===== src/rtl/rps_pkg.sv =====
// Shared constants and types for the rock-paper-scissors round driver:
// move/result encodings, game_word field offsets and the round FSM state type.
package rps_pkg;

  localparam logic [1:0] ROCK         = 2'b00;
  localparam logic [1:0] PAPER        = 2'b01;
  localparam logic [1:0] SCISSORS     = 2'b10;
  localparam logic [1:0] MOVE_INVALID = 2'b11;

  localparam logic [1:0] TIE    = 2'b00;
  localparam logic [1:0] P1_WIN = 2'b01;
  localparam logic [1:0] P2_WIN = 2'b10;

  localparam int GW_START_BIT = 0;
  localparam int GW_P1_LSB    = 1;
  localparam int GW_P2_LSB    = 3;

  typedef enum logic [1:0] {
    ST_COLLECT = 2'd0,
    ST_FIRE    = 2'd1,
    ST_WAIT    = 2'd2,
    ST_DONE    = 2'd3
  } rps_state_t;

  function automatic logic [7:0] pack_game_word(input logic [1:0] p1_move,
                                                input logic [1:0] p2_move);
    logic [7:0] w;
    w = '0;
    w[GW_START_BIT]       = 1'b1;
    w[GW_P1_LSB +: 2]     = p1_move;
    w[GW_P2_LSB +: 2]     = p2_move;
    return w;
  endfunction

endpackage


===== src/rtl/rps_debounce.sv =====
// Lock-button debouncer: the level follows the raw input only after it has been
// stable for DEBOUNCE_CYCLES samples; rise pulses for one cycle as the level goes high.
module rps_debounce #(
  parameter int DEBOUNCE_CYCLES = 4
) (
  input  logic clk,
  input  logic rst_n,
  input  logic raw,
  output logic level,
  output logic rise
);

  localparam int CNT_W = $clog2(DEBOUNCE_CYCLES + 1);

  logic [CNT_W-1:0] cnt_reg, cnt_next;
  logic             level_reg, level_next;
  logic             rise_reg, rise_next;

  // The counter tracks how long raw has disagreed with the current level.
  always_comb begin
    cnt_next   = cnt_reg;
    level_next = level_reg;
    rise_next  = 1'b0;
    if (raw == level_reg) begin
      cnt_next = '0;
    end else if (cnt_reg == CNT_W'(DEBOUNCE_CYCLES - 1)) begin
      cnt_next   = '0;
      level_next = raw;
      rise_next  = raw;
    end else begin
      cnt_next = cnt_reg + CNT_W'(1);
    end
  end

  always_ff @(posedge clk or negedge rst_n) begin
    if (!rst_n) begin
      cnt_reg   <= '0;
      level_reg <= 1'b0;
      rise_reg  <= 1'b0;
    end else begin
      cnt_reg   <= cnt_next;
      level_reg <= level_next;
      rise_reg  <= rise_next;
    end
  end

  assign level = level_reg;
  assign rise  = rise_reg;

endmodule


===== src/rtl/rps_round_driver.sv =====
// Player-side round driver: debounced move locking, one-cycle start word, match scoring.
// Optional result timeout enabled by defining RPS_ROUND_TIMEOUT_EN.
module rps_round_driver
  import rps_pkg::*;
#(
  parameter int DEBOUNCE_CYCLES = 4,
  parameter int SCORE_W         = 4,
  parameter int WIN_SCORE       = 3,
  parameter int RESULT_TIMEOUT  = 15
) (
  input  logic               clk,
  input  logic               rst_n,
  input  logic [1:0]         p1_sel,
  input  logic               p1_lock,
  input  logic [1:0]         p2_sel,
  input  logic               p2_lock,
  input  logic               res_valid,
  input  logic [1:0]         res_code,
  input  logic               new_match,
  output logic [7:0]         game_word,
  output logic               p1_locked,
  output logic               p2_locked,
  output logic               busy,
  output logic [SCORE_W-1:0] p1_score,
  output logic [SCORE_W-1:0] p2_score,
  output logic               match_over,
  output logic               round_err
);

  localparam logic [SCORE_W-1:0] WIN_VAL = SCORE_W'(WIN_SCORE);

  rps_state_t              state_reg, state_next;
  logic [1:0]              locked_reg, locked_next;
  logic [1:0][1:0]         move_reg, move_next;
  logic [1:0][SCORE_W-1:0] score_reg, score_next;

  logic [1:0]      lock_raw, lock_level, lock_rise, lock_take;
  logic [1:0][1:0] sel;

  assign lock_raw = {p2_lock, p1_lock};
  assign sel      = {p2_sel, p1_sel};

  genvar gi;
  generate
    for (gi = 0; gi < 2; gi++) begin : g_player
      rps_debounce #(.DEBOUNCE_CYCLES(DEBOUNCE_CYCLES)) u_debounce (
        .clk   (clk),
        .rst_n (rst_n),
        .raw   (lock_raw[gi]),
        .level (lock_level[gi]),
        .rise  (lock_rise[gi])
      );
      assign lock_take[gi] = lock_rise[gi] & lock_level[gi] & ~locked_reg[gi]
                           & (sel[gi] != MOVE_INVALID);
    end
  endgenerate

`ifdef RPS_ROUND_TIMEOUT_EN
  localparam int TMO_W = $clog2(RESULT_TIMEOUT + 1);
  logic [TMO_W-1:0] tmo_reg, tmo_next;
  logic             err_reg, err_next;
`endif

  always_comb begin
    state_next  = state_reg;
    locked_next = locked_reg;
    move_next   = move_reg;
    score_next  = score_reg;
`ifdef RPS_ROUND_TIMEOUT_EN
    tmo_next    = tmo_reg;
    err_next    = 1'b0;
`endif
    if (new_match) begin
      score_next  = '0;
      locked_next = '0;
      state_next  = ST_COLLECT;
    end else begin
      case (state_reg)
        ST_COLLECT: begin
          for (int p = 0; p < 2; p++) begin
            if (lock_take[p]) begin
              locked_next[p] = 1'b1;
              move_next[p]   = sel[p];
            end
          end
          if (&locked_reg) state_next = ST_FIRE;
        end
        ST_FIRE: begin
          state_next = ST_WAIT;
`ifdef RPS_ROUND_TIMEOUT_EN
          tmo_next   = '0;
`endif
        end
        ST_WAIT: begin
          if (res_valid) begin
            if (res_code == P1_WIN && score_reg[0] < WIN_VAL)
              score_next[0] = score_reg[0] + SCORE_W'(1);
            if (res_code == P2_WIN && score_reg[1] < WIN_VAL)
              score_next[1] = score_reg[1] + SCORE_W'(1);
            locked_next = '0;
            state_next  = (score_next[0] == WIN_VAL || score_next[1] == WIN_VAL)
                          ? ST_DONE : ST_COLLECT;
`ifdef RPS_ROUND_TIMEOUT_EN
          // A result arriving on the final wait cycle takes priority over the abort.
          end else if (tmo_reg == TMO_W'(RESULT_TIMEOUT - 1)) begin
            err_next    = 1'b1;
            locked_next = '0;
            state_next  = ST_COLLECT;
          end else begin
            tmo_next = tmo_reg + TMO_W'(1);
`endif
          end
        end
        default: ;
      endcase
    end
  end

  always_ff @(posedge clk or negedge rst_n) begin
    if (!rst_n) begin
      state_reg  <= ST_COLLECT;
      locked_reg <= '0;
      move_reg   <= '0;
      score_reg  <= '0;
    end else begin
      state_reg  <= state_next;
      locked_reg <= locked_next;
      move_reg   <= move_next;
      score_reg  <= score_next;
    end
  end

`ifdef RPS_ROUND_TIMEOUT_EN
  always_ff @(posedge clk or negedge rst_n) begin
    if (!rst_n) begin
      tmo_reg <= '0;
      err_reg <= 1'b0;
    end else begin
      tmo_reg <= tmo_next;
      err_reg <= err_next;
    end
  end
  assign round_err = err_reg;
`else
  assign round_err = 1'b0;
`endif

  assign game_word  = (state_reg == ST_FIRE) ? pack_game_word(move_reg[0], move_reg[1]) : 8'h00;
  assign p1_locked  = locked_reg[0];
  assign p2_locked  = locked_reg[1];
  assign busy       = (state_reg == ST_FIRE) || (state_reg == ST_WAIT);
  assign match_over = (state_reg == ST_DONE);
  assign p1_score   = score_reg[0];
  assign p2_score   = score_reg[1];

endmodule


===== config.mk =====
export PLATFORM = sky130hd
export DESIGN_NAME = rps_round_driver
export DESIGN_NICKNAME = d
export VERILOG_FILES = /design/src/rtl/rps_pkg.sv /design/src/rtl/rps_debounce.sv /design/src/rtl/rps_round_driver.sv
export SDC_FILE = /design/constraint.sdc
export NUM_CORES = 1
export LEC_CHECK = 0
export ABC_AREA = 0
export CAP_MARGIN = 0
export CORE_UTILIZATION = 50
export DETAILED_ROUTE_END_ITERATION = 16
export GPL_ROUTABILITY_DRIVEN = 0
export PLACE_DENSITY = 0.81
export SLEW_MARGIN = 40
export SYNTH_ARGS = -nofsm -noshare
export SYNTH_HDL_FRONTEND = slang
export SYNTH_SLANG_ARGS = --single-unit

===== constraint.sdc =====
create_clock -name clk -period 5.1 [get_ports clk]
set_clock_uncertainty 0.05 [all_clocks]
set_input_delay 1.275 -clock clk [delete_from_list [all_inputs] [get_ports clk]]
set_output_delay 1.275 -clock clk [all_outputs]
set_load 0.05 [all_outputs]

======== Yosys cells after proc, flatten, opt, wreduce, memory -nomap -nowiden ========
Index checks and enable logic that the tools add are counted.
storage, ports and cells
  bits in registers ....................... 26
  bits of input ports ..................... 12
  output and inout bits ................... 21
  logic and storage cells ................. 95
cells by class
  add/sub/neg operators ................... 4
  $lt $le $gt $ge ......................... 2
  equal/unequal tests ..................... 17
  mux-type cells .......................... 30
  bitwise gates (word level) .............. 11
  reduce and logical (&&, ||, !) cells .... 18
operators with widths
  kind                                                                   number
  4-bit 2-to-1 mux                                                       8
  8-bit 2-to-1 mux                                                       3
  3-bit AND reduction                                                    5
  2-bit 2-to-1 mux                                                       6
  3-bit 2-to-1 mux                                                       4
  3-bit != test, second input constant                                   4
  4-bit by 1-bit adder with 4-bit output, second input constant          2
  4-bit by 2-bit equality test with 1-bit output, second input constant  2
  4-bit by 2-bit < comparator with 1-bit output, second input constant   2
  2-bit AND reduction                                                    4
  3-bit by 1-bit adder with 3-bit output, second input constant          2
  1-bit bitwise AND                                                      6
  2-bit equality test, second input constant                             3
  3-bit by 2-bit equality test with 1-bit output, second input constant  2
  1-bit 2-to-1 mux                                                       6
  2-bit case mux with 3 select lines                                     1
  5-bit 2-to-1 mux                                                       1
  1-bit inverter                                                         5
  2-bit by 1-bit equality test with 1-bit output, second input constant  2
  2-bit != test, second input constant                                   2
  2-bit case mux with 2 select lines                                     1
  2-bit nonzero test                                                     2
  4-bit nonzero test                                                     1
  3-bit nonzero test                                                     1
  4 further kinds                                                        7

======== Longest topological paths before layout ========
  depth in word-level cells ............... 12
  gate-level depth with buffers ........... 6
  depth with buffers taken out ............ 6

======== Cells and area by module ========
Synthesis repeated with hierarchy kept, for this count alone.
unflattened totals
  cells, all modules ...................... 116
  area, all modules ....................... 1368.8 um^2
by module, submodules not included
  module            instances  cells each  area an instance (um^2)  seq. area each (um^2)
  rps_round_driver  1          90          955.9                    400.4
  rps_debounce      2          13          206.4                    125.1

======== Least setup slack after synthesis ========
No wires, ideal clock.
  kind .................................... register to output
  from .................................... reg state_reg[1]
  to ...................................... out game_word[1]
  arrival ................................. 1.504 ns
  data required time ...................... 3.775 ns
  slack ................................... 2.271 ns
  cell stages (with the launch flop) ...... 4
  path buffers ............................ 0
  cell sequence ........................... dfrtp_1 inv_1 ha_1 and2_1
on the way
  cells in the longest elaborated chain, start to end .. 2
RTL lines
  element                                         RTL line                 text
  from (decl)                                     rps_round_driver.sv:32   rps_state_t state_reg, state_next;
  from (signal assigned)                          rps_round_driver.sv:126  state_reg <= state_next;
  2-bit by 1-bit equality test with 1-bit output  rps_round_driver.sv:148  assign game_word = (state_reg == ST_FIRE) ? pack_game_word(move_reg[0], move_reg[1]) : 8'h00;
  5-bit 2-to-1 mux                                rps_round_driver.sv:148
  to (decl)                                       rps_round_driver.sv:20   output logic [7:0] game_word,
Every way passes these cells.

======== Worst setup path after layout ========
  from .................................... reg state_reg[1]
  to ...................................... out game_word[3]
Same word-level chain as after synthesis.

==> results.py <==
metrics = {
    "status": {
        "run_status": "complete, no violations",
    },
    "grt": {
        "grt_antenna_before_repair": 0,
        "gr-usage-all-layers_pct": 21.1,
        "overflow": 0,
        "grt_first_pass_wirelength_microns": 4210,
        "grt_max_degree": 27,
        "via_count_of_the_first_global_routing_pass": 962,
    },
    "finish": {
        "register_area_sq_um": 651,
        "syn_to_final_growth_pct": 25.9,
        "area_occupied_by_multi_input_gates_sq_um": 633,
        "layout-drive-gt1-share_pct": 10.3,
        "largest_reg_flops": 6,
        "fillerInstances": 189,
        "insertedDiodeCount": 0,
        "final_design_area_no_fill_sq_mm": 0.00166,
        "layout.nets": 166,
    },
    "floorplan": {
        "fp.dieH_microns": 53.4,
        "design.core.area_sq_mm": 0.00248,
        "chipWidth_microns": 53.4,
        "floorplan.initialDensity_pct": 53.3,
        "dieArea_sq_mm": 0.00285,
        "rows": 18,
        "io_pins": 33,
    },
    "critical_path": {
        "cp-start-kind": "flop",
        "max_incr_delay_on_cp_ns": 0.80,
        "crit_required_ns": 3.77,
        "endpoint_kind": "output pin",
        "cell_class_contributing_the_biggest_share_of_worst_path_delay": "buffers and inverters",
        "critical_path_arrival_ns": 2.14,
        "timing.critical_path.slowest_stage_cell": "sky130_fd_sc_hd__clkdlybuf4s50_1",
        "cp_cell_sequence": "inv_1 -> ha_1 -> and2_1 -> clkdlybuf4s50_1",
        "number_of_buffers_and_inverters_on_the_critical_path": 2,
        "timing.setup.critical_path_class": "flop to output pin",
        "crit_path_max_fanout": 7,
    },
    "synthesis": {
        "syn_area_per_cell_sq_um": 11.5,
        "async_reset_ff_share_pct": 100,
        "synth_edf_count": 0,
        "synth.ff_latch_count": 26,
        "synth_cell_type_count": 33,
        "seq_area_frac_synth_pct": 49.2,
        "cell_count_after_synthesis": 115,
        "syn_area_sq_mm": 0.00132,
        "synthesis.yosys.warnings": 0,
        "dominantRegCellSynth": "sky130_fd_sc_hd__dfrtp_1",
    },
    "clocking": {
        "clk_pin_slew_worst_paths_ns": 0.15,
        "number_of_levels_the_h_tree_was_split_into": 1,
        "root_buffer": "sky130_fd_sc_hd__clkbuf_4",
        "postCtsSetupBuffers": 0,
        "cts_hold_buf": 0,
        "post_cts_resized": 0,
        "numCtsBuffers": 3,
        "clock_latency_ns": 0.32,
        "tritoncts": "yes",
        "clock_path_buffers": 2,
        "total_number_of_clock_tree_sinks": 26,
    },
    "sta": {
        "period_needed_ns": 3.47,
        "timing.slew.headroom_pct": 62.2,
        "max_freq_mhz": 289,
        "slew_violations": 0,
        "share_of_the_cycle_needed_by_the_critical_path_after_routing_pct": 67.9,
        "fin_worst_hold_slack_ns": 0.404,
        "setup_tns_ns": 0,
        "hold_violations": 0,
        "worst_pin_slew_ns": 0.566,
        "setup_repair_after_global_routing_missed_its_margin": "no",
        "setup_violations": 0,
    },
    "route": {
        "dr_total_vias": 948,
        "antenna_violating_nets_post_route": 0,
        "avgViaCountPerCell": 5.42,
        "detailedRoute.firstPassIterationCount": 4,
        "routedWlPerCell_microns": 14.0,
        "detail_route.drc_violations": 0,
        "routed_wire_length_microns": 2460,
        "detail_route.iter0.violations": 14,
    },
    "pwr": {
        "cellInternalPower_w": 0.000434,
        "switching_fraction_pct": 35.8,
        "power_switching_w": 0.000242,
        "power.sequential.fraction_pct": 42.1,
        "total_power_w": 0.000675,
        "p_leak_nw": 0.779,
        "peakVddDrop_mv": 0.360,
        "clock_power_share_pct": 20.9,
        "power.share.combinational_pct": 37.0,
        "power_density_mw_per_mm2": 406,
    },
    "place": {
        "post-dp-hpwl_microns": 1910,
        "detailed_place.area_sq_mm": 0.00161,
        "i_o_buffers": 28,
    },
    "hold_path": {
        "hold_class": "flop to flop",
    },
    "flow_run": {
        "cap_viol_max_count": 0,
    },
}
## power groups by stage
stage | clock (W) | sequential, W | combinational (W)
global placement | 0 | 0.000286 | 0.000245
global route | 0.000153 | 0.000292 | 0.000272
floorplan | 0 | 0.000306 | 0.000159
CTS | 0.000143 | 0.000285 | 0.000252
finish | 0.000141 | 0.000284 | 0.000250
detailed placement | 0 | 0.000288 | 0.000252
## per-stage QoR
| stage | std cells | setup WS (ns) | utilization, % |
|---|---|---|---|
| global route | 175 | 1.54 | 67.2 |
| floorplan | 118 | 2.27 | - |
| finish | 175 | 1.63 | 67.2 |
| global placement | 171 | 2.10 | 65.3 |
| CTS | 175 | 1.63 | 67.2 |
| detailed placement | 171 | 2.02 | 65.1 |
## cells by family (layout without fill, tap and decap cells)
kind of cell	Yosys count	after routing	synth area share, %
AND/OR/NAND/NOR	48	48	22.6
flip-flops	26	26	49.2
multiplexers	10	10	8.33
AO/OA/AOI/OAI	9	9	5.59
buffers and inverters	9	36	3.69
adder cells (fa/ha/maj)	8	8	7.58
XOR/XNOR	4	4	2.65
other	1	4	0.284
## routing by layer
metal | track usage, % | wire length [microns] | up-vias
met5 | 0 | 0 | -
met4 | 8.77 | 12 | 0
met3 | 4.60 | 117 | 2
met2 | 30.8 | 1170 | 30
met1 | 29.7 | 1160 | 451
li1 | - | - | 465
## cells in the mapped netlist (3+ instances only)
cell type,count,area share [%]
sky130_fd_sc_hd__dfrtp_1,26,49
sky130_fd_sc_hd__nor2_1,8,2.3
sky130_fd_sc_hd__nand2_1,5,1.4
sky130_fd_sc_hd__nor3b_1,6,3.4
sky130_fd_sc_hd__inv_1,4,1.1
sky130_fd_sc_hd__ha_1,8,7.6
sky130_fd_sc_hd__mux2_2,8,6.8
sky130_fd_sc_hd__nor2b_1,7,3.3
sky130_fd_sc_hd__nor3_1,3,1.1
sky130_fd_sc_hd__nor4b_1,3,2.0
sky130_fd_sc_hd__and2_1,4,1.9
sky130_fd_sc_hd__buf_4,4,2.3
## layout by cell type (no fill, tap or decap), drive strengths merged, types with 3 or more instances in the layout
| cell type | count |
|---|---|
| clkdlybuf4s50 | 27 |
| dfrtp | 26 |
| nor2b | 7 |
| nand2 | 5 |
| inv | 4 |
| conb | 4 |
| mux2 | 8 |
| nor3 | 3 |
| nor2 | 8 |
| nor3b | 6 |
| clkbuf | 3 |
| ha | 8 |
| and2 | 4 |
| nor4b | 3 |
## area by class of cell
cell class,instances,area share [%]
tap,30,2.26
inverter,4,0.902
sequential,26,39.1
clock buffer,3,1.35
clock inverter,1,1.80
timing repair buffer,28,16.5
multi-input combinational,83,38.0
## final timing paths
kind / from / to / slack [ns] / cells past startpoint
worst min register to register: g_player[0].u_debounce.cnt_reg[0] / g_player[0].u_debounce.cnt_reg[0] / 0.40 / 1
min in group asynchronous: rst_n / state_reg[0] / 0.87 / 1
worst min-delay path: g_player[0].u_debounce.cnt_reg[0] / g_player[0].u_debounce.cnt_reg[0] / 0.40 / 1
max in group asynchronous: rst_n / g_player[1].u_debounce.cnt_reg[1] / 3.75 / 1
worst max register to register: p1_score[0] / state_reg[0] / 3.17 / 5
worst max-delay path: state_reg[1] / game_word[3] / 1.63 / 4
No activity file was read; power rests on OpenSTA's default activity.
